===== src/rtl/bitmap_encoder83_pkg.sv =====
// Shared constants and state type for the bitmap-to-index encoder.
// Optional macro ENC_MSB_FIRST_EN (consumed by ffs_encoder) flips the scan order.
package enc_pkg;

  localparam int ENC_N     = 8;
  localparam int ENC_IDX_W = $clog2(ENC_N);

  typedef enum logic {
    IDLE = 1'b0,
    SCAN = 1'b1
  } enc_state_e;

endpackage


===== src/rtl/bitmap_encoder83_ffs.sv =====
// Combinational find-first-set over a bitmap; reports the selected index and whether any bit is set.
// Macro ENC_MSB_FIRST_EN: when defined the highest set bit wins, otherwise the lowest.
module ffs_encoder #(
  parameter  int N     = 8,
  localparam int IDX_W = $clog2(N)
) (
  input  logic [N-1:0]     vec,
  output logic [IDX_W-1:0] idx,
  output logic             found
);

  // Priority scan: the last match in loop order wins, so loop direction picks the priority.
  always_comb begin
    idx   = {IDX_W{1'b0}};
    found = 1'b0;
`ifdef ENC_MSB_FIRST_EN
    for (int i = 0; i < N; i++) begin
      if (vec[i]) begin
        idx   = IDX_W'(i);
        found = 1'b1;
      end else begin
        found = found;
      end
    end
`else
    for (int i = N - 1; i >= 0; i--) begin
      if (vec[i]) begin
        idx   = IDX_W'(i);
        found = 1'b1;
      end else begin
        found = found;
      end
    end
`endif
  end

endmodule


===== src/rtl/bitmap_encoder83.sv =====
// Serialises an N-bit request bitmap into one binary index per set bit, valid/ready on both sides.
// Macro ENC_MSB_FIRST_EN selects highest-set-bit-first order; the port list is identical in both builds.
module bitmap_encoder83
  import enc_pkg::*;
#(
  parameter  int N     = ENC_N,
  localparam int IDX_W = $clog2(N)
) (
  input  logic             clk,
  input  logic             rst,
  input  logic             in_valid,
  output logic             in_ready,
  input  logic [N-1:0]     in_vec,
  output logic             out_valid,
  input  logic             out_ready,
  output logic [IDX_W-1:0] out_idx,
  output logic             out_last,
  output logic [IDX_W:0]   out_cnt,
  output logic             empty_drop
);

  enc_state_e         r_state;
  logic [N-1:0]       r_pending;
  logic [IDX_W:0]     r_cnt;
  logic               r_empty_drop;

  logic [IDX_W-1:0]   w_idx;
  logic               w_found;
  logic               w_last;
  logic               w_scan;
  logic [N-1:0]       w_clr_mask;

  ffs_encoder #(.N(N)) u_ffs (
    .vec   (r_pending),
    .idx   (w_idx),
    .found (w_found)
  );

  // Single remaining bit <=> clearing the lowest set bit leaves nothing.
  assign w_last     = w_found && ((r_pending & (r_pending - {{(N-1){1'b0}}, 1'b1})) == {N{1'b0}});
  assign w_clr_mask = ~({{(N-1){1'b0}}, 1'b1} << w_idx);
  assign w_scan     = (r_state == SCAN) && !rst;

  // Output decode: everything forced to zero unless a valid index is presented.
  always_comb begin
    in_ready   = (r_state == IDLE) && !rst;
    out_valid  = w_scan;
    empty_drop = r_empty_drop;
    if (w_scan) begin
      out_idx  = w_idx;
      out_last = w_last;
      out_cnt  = r_cnt;
    end else begin
      out_idx  = {IDX_W{1'b0}};
      out_last = 1'b0;
      out_cnt  = {(IDX_W+1){1'b0}};
    end
  end

  // Handshake state machine, pending bitmap and ordinal counter.
  always_ff @(posedge clk) begin
    if (rst) begin
      r_state      <= IDLE;
      r_pending    <= {N{1'b0}};
      r_cnt        <= {(IDX_W+1){1'b0}};
      r_empty_drop <= 1'b0;
    end else begin
      r_empty_drop <= 1'b0;
      case (r_state)
        IDLE: begin
          if (in_valid) begin
            if (in_vec == {N{1'b0}}) begin
              r_empty_drop <= 1'b1;
            end else begin
              r_pending <= in_vec;
              r_cnt     <= {(IDX_W+1){1'b0}};
              r_state   <= SCAN;
            end
          end else begin
            r_state <= IDLE;
          end
        end
        SCAN: begin
          if (out_ready) begin
            if (w_last) begin
              r_state   <= IDLE;
              r_pending <= {N{1'b0}};
              r_cnt     <= {(IDX_W+1){1'b0}};
            end else begin
              r_pending <= r_pending & w_clr_mask;
              r_cnt     <= r_cnt + {{IDX_W{1'b0}}, 1'b1};
            end
          end else begin
            r_state <= SCAN;
          end
        end
        default: begin
          r_state   <= IDLE;
          r_pending <= {N{1'b0}};
          r_cnt     <= {(IDX_W+1){1'b0}};
        end
      endcase
    end
  end

endmodule


===== config.mk =====
export PLATFORM = sky130hd
export DESIGN_NAME = bitmap_encoder83
export DESIGN_NICKNAME = d
export VERILOG_FILES = /design/src/rtl/bitmap_encoder83_pkg.sv /design/src/rtl/bitmap_encoder83_ffs.sv /design/src/rtl/bitmap_encoder83.sv
export SDC_FILE = /design/constraint.sdc
export NUM_CORES = 1
export LEC_CHECK = 0
export ABC_AREA = 1
export BUFFER_PORTS_ARGS = -buffer_cell sky130_fd_sc_hd__buf_2
export CORE_MARGIN = 4
export CORE_UTILIZATION = 37
export CTS_BUF_LIST = sky130_fd_sc_hd__clkbuf_8 sky130_fd_sc_hd__clkbuf_16
export DETAILED_ROUTE_END_ITERATION = 7
export PLACE_DENSITY = 0.61
export SYNTH_ARGS = -nofsm -noshare
export SYNTH_HDL_FRONTEND = slang
export SYNTH_SLANG_ARGS = --single-unit

===== constraint.sdc =====
create_clock -name clk -period 1.1 [get_ports clk]
set_input_delay 0.11 -clock clk [delete_from_list [all_inputs] [get_ports clk]]
set_output_delay 0.11 -clock clk [all_outputs]
set_load 0.005 [all_outputs]

Yosys cells after proc, flatten, opt, wreduce, memory -nomap -nowiden
Cells that the tools add are included.
Cells by class
  bitwise gates (word level): 5
  reductions and logical operators: 8
  shift-type cells: 1
  add/sub/neg operators: 2
  mux-type cells: 35
  eq/ne operators: 3
Operators with widths (count)
  8-bit 2-to-1 mux: 4
  3-bit 2-to-1 mux: 9
  4-bit 2-to-1 mux: 5
  8-bit AND: 2
  8-bit zero test: 2
  8-bit case mux with 2 select lines: 1
  1-bit 2-to-1 mux: 14
  8-bit inverter: 1
  4-bit case mux with 2 select lines: 1
  1-bit by 3-bit left shift with 8-bit output (first input constant): 1
  8-bit by 1-bit subtractor with 8-bit output (second input constant): 1
  2-bit != test (second input constant): 3
  4-bit by 1-bit adder with 4-bit output (second input constant): 1
  1-bit logical AND: 3
  3-bit AND reduction: 1
  3-bit OR reduction: 1
  1-bit inverter: 2
  1-bit case mux with 2 select lines: 1
  1-bit zero test: 1
Storage, ports and cells
  output and inout port bits: 11
  bits of input ports: 12
  word-level logic and storage cells: 58
  flip-flop bits (word level): 14

Depth between registers and ports, before layout
  depth after elaboration: 14
  gate-level depth with buffers: 8
  depth with buffers taken out: 8

By module
From an unflattened synthesis, not the netlist that was laid out.
Unflattened totals
  cells, all modules: 207
  area, all modules: 1159.9 um^2
Modules (own cells, without submodules)
  bitmap_encoder83: area an instance 1061.0 um^2, cells each 185, instances 1
  ffs_encoder: area an instance 98.8 um^2, cells each 22, instances 1

Worst setup path before layout
No wires, ideal clock.
  kind: reg-to-reg
  start: register r_pending[3]
  end: register r_state
  period minus slack after synthesis: 1.192 ns
  setup time: 0.137 ns
  buffers on the path: 0
  data arrival time: 1.054 ns
  setup slack: -0.092 ns
  cell stages (with the launch flop): 9
  path through: dfxtp_1 > inv_2 > nand2_2 > nor2_4 > nor2_2 > nor2_1 > nand3_2 > a21oi_1 > nor2_1
Between the ends
  cells in the longest elaborated chain, start to end: 8
  elaborated cells on any way between the ends: 11
RTL lines
  from (decl): RTL line bitmap_encoder83.sv:23  | logic [N-1:0] r_pending;
  from (signal assigned): RTL line bitmap_encoder83.sv:64  | r_pending <= {N{1'b0}};
  from (signal assigned): RTL line bitmap_encoder83.sv:75  | r_pending <= in_vec;
  from (signal assigned): RTL line bitmap_encoder83.sv:87  | r_pending <= {N{1'b0}};
  parallel branches: the longest is 4 deep, another holds 8-bit by 1-bit subtractor with 8-bit output
  1-bit logical AND *: RTL line bitmap_encoder83.sv:40  | assign w_last = w_found && ((r_pending & (r_pending - {{(N-1){1'b0}}, 1'b1})) == {N{1'b0}});
  1-bit 2-to-1 mux *: RTL line bitmap_encoder83.sv:85  | if (w_last) begin
  1-bit 2-to-1 mux *: RTL line bitmap_encoder83.sv:84  | if (out_ready) begin
  1-bit case mux with 2 select lines *: RTL line bitmap_encoder83.sv:69  | case (r_state)
  to (signal assigned): RTL line bitmap_encoder83.sv:77  | r_state <= SCAN;
  to (signal assigned): RTL line bitmap_encoder83.sv:86  | r_state <= IDLE;
  to (signal assigned): RTL line bitmap_encoder83.sv:94  | r_state <= SCAN;
  to (decl): RTL line bitmap_encoder83.sv:22  | enc_state_e r_state;
Mark *: on every way between the ends.
A chain may end at the register's enable or synchronous reset.

Final worst setup path
  start: register r_pending[1]
  end: output out_last
Between the ends
  cells in the longest elaborated chain, start to end: 5
  elaborated cells on any way between the ends: 7
RTL lines
  8-bit by 1-bit subtractor with 8-bit output: RTL line bitmap_encoder83.sv:40
  8-bit AND: RTL line bitmap_encoder83.sv:40
  8-bit zero test: RTL line bitmap_encoder83.sv:40
  1-bit logical AND *: RTL line bitmap_encoder83.sv:40
  1-bit 2-to-1 mux *: RTL line bitmap_encoder83.sv:49  | if (w_scan) begin
  to (decl): RTL line bitmap_encoder83.sv:17  | output logic out_last,
Mark *: on every way between the ends. The rest lies on a longest branch, timed or not.

==> results.cfg <==
[clock_network]
path_clk_slew_ns = 0.07
htree_levels = 1
numCtsBuffers = 3
cts_tree = built
cts_sinks = 14
clock_latency_ns = 0.25
cts_buffer_depth = 2
root_buffer = clkbuf_8
hold_buffers = 0

[setup_path]
cp-end-kind = output pin
crit_required_ns = 0.99
slowest_delay_ns = 0.37
slowest_stage = dfxtp_4
r2r-start = r_pending[1]
r2r-end = r_state
crit_family = simple AND/OR/NAND/NOR gates
critPathKind = flop to output pin
reg2reg_slack_ns = -0.37
cp.arrival_ns = 1.38
path_cells = inv_4 > nand2_4 > nor2_4 > nand2_2 > nand2_1 > nand3_2 > nor2_1 > buf_2
r2r_cells = 10
path_buf_inv = 2
crit_fanout = 4
crit_path_start_kind = flop

[logic_synthesis]
ys_ff_latch = 14
syn-instance-count = 152
async_flop_share = 0
synth_flop_cell = dfxtp_1
syn-cell-area_um2 = 991.0
ys_warn_count = 0
yosysSeqAreaShare = 0.2828
synth-edff-count = 0
yosys.area.top_type = dfxtp_1
syn-num-nets = 165
syn_area_per_cell_um2 = 6.519
yosysTopAreaCellShare = 0.2828
yosysMostFrequentCell = nand2_1
synth_cell_types = 27
synth.cells.most_frequent = 37 x nand2_1, 21 x nor2_1, 15 x inv_1
synthTopCellsByArea = dfxtp_1 28%, nand2_1 14%, nor2_1 8.0%

[die]
io_pins = 23
die_h_um = 59.75
coreArea_um2 = 2522
die_area_um2 = 3570
die_w_um = 59.75
core.rowCount = 18
start_util = 0.3929

[placed_design]
io_buffers = 22
post-dp-hpwl_mm = 2.212
gp_congestion = 0.8391
dp_slack_ns = -0.2845
placed_cells = 233

[timing]
tightest_slew_ns = 0.3713
worst_hold_slack_ns = 0.1064
min_period_over_period = 1.353
max_freq_mhz = 671.8
fin_crit_ns = 1.489
setup_viol = 22
layout_setup_ws_ns = -0.3886
final-max-slew-violation-count = 0
fin_worst_skew_ns = 0.006278
slew_headroom = 0.7506
hold_viol = 0
grt_setup_unrepaired = yes

[hold_path]
hold_path_class = input port to flop
hold_end = empty_drop
min_path_cells = 3
min_from = in_valid

[pwr]
p_total_mw = 2.386
p_leak_nw = 0.8884
p_per_area_nw_per_um2 = 1249
peakVddDrop_v = 0.0009511

[routing]
wl_per_cell_um = 16.33
drtAntennaViolNets = 0
drt_wl_total_mm = 4.099
dr.pass1.iters = 4
drc = 0
vias_per_cell = 5.235
via_count = 1314
drtIter0Drc = 50

[flow_run]
cap_violations = 0

[finish]
fin_cells = 251
synthToLayoutAreaGrowth_pct = 92.80
fill_cells = 165
drive_above_1_share = 0.7104
antennaDiodeCount = 0
final_util = 0.7574
nets = 236

[global_routing]
grt_max_degree = 14
track_usage = 0.2187
grt_pass1_vias = 1345
antenna_found_initial = 0
overflow = 0
grt_pass1_wl_mm = 5.927

[outcome]
status = finished, violations left
violations = setup timing
-- state kept, by name, summed over array words and instances (netlist names) --
name	count
r_cnt	4
r_state	1
r_pending	8
empty_drop	1
-- worst max-delay path by stage --
| stage | from | end | cells after the start |
|---|---|---|---|
| 6_report | r_pending[1] | out_last | 8 |
| 5_1_grt | r_pending[4] | out_last | 8 |
| 2_1_floorplan | r_pending[2] | r_state | 8 |
| 3_3_place_gp | r_pending[7] | out_idx[0] | 6 |
| 4_1_cts | r_pending[7] | out_idx[0] | 6 |
| 3_5_place_dp | r_pending[5] | r_state | 6 |
-- per-layer routing --
metal / GRT usage / routed length (µm)
met5: 0 / 0
met4: 0.09810 / 122
met3: 0.03672 / 167
met2: 0.3843 / 2177
met1: 0.2562 / 1631
-- metrics by stage --
step / setup TNS [ns] / cell area [µm²]
after detailed placement: -3.460 / 1384
after global placement: -1.874 / 1384
after global routing: -6.164 / 1911
final: -4.949 / 1911
after floorplan: -0.1039 / 1028
after CTS: -3.322 / 1724
-- kinds of logic after synthesis --
| group | Yosys count | synth area share |
|---|---|---|
| compound gates | 26 | 0.1806 |
| xor+xnor | 1 | 0.008840 |
| fa+ha+maj | 1 | 0.01262 |
| buf+inv | 22 | 0.1098 |
| flops | 14 | 0.2828 |
| simple gates | 88 | 0.4053 |
-- timing repair --
action | CTS | global route
pin swaps | 27 | 21
gates resized for setup | 63 | 41
endpoints found under the setup margin | 23 | 22
endpoints found under the hold margin | 0 | 0
setup buffers | 14 | 8
cloned | 1 | 0
-- worst min-delay path, stage by stage --
cell and delay [ns]:
buf_2 0.10, nand2_1 0.06, nor3_1 0.05
-- report_power, final --
part	internal [mW]	switching (mW)	leakage, nW
Sequential	0.551	0.0638	0.120
Combinational	0.632	0.689	0.747
Clock	0.243	0.207	0.0216
-- final cells by class --
type / instances / area [µm²] / share of cell area
inverter: 18 / 95.09 / 0.04977
sequential: 14 / 311.5 / 0.1631
clock buffer: 3 / 41.29 / 0.02161
timing repair buffer: 69 / 549.3 / 0.2875
tap: 30 / 37.54 / 0.01965
multi-input combinational: 116 / 859.6 / 0.4499
timing repair inverter: 1 / 16.27 / 0.008513
-- placed cells by master, fill, tap and decap left out, types with 3 or more instances in the layout --
cell type and n:
buf_6 11, dfxtp_1 5, clkbuf_8 3, nand3_2 5, nor2_2 5, buf_12 3, nand2_2 12, inv_1 9
nand3_1 7, inv_4 6, a21oi_2 12, dfxtp_4 8, nand2_4 12, nand2_1 23, nor2_1 10, buf_4 32
nor2_4 10, o21ai_2 6, buf_2 22
Note: power is estimated with default switching activity, not from simulation.
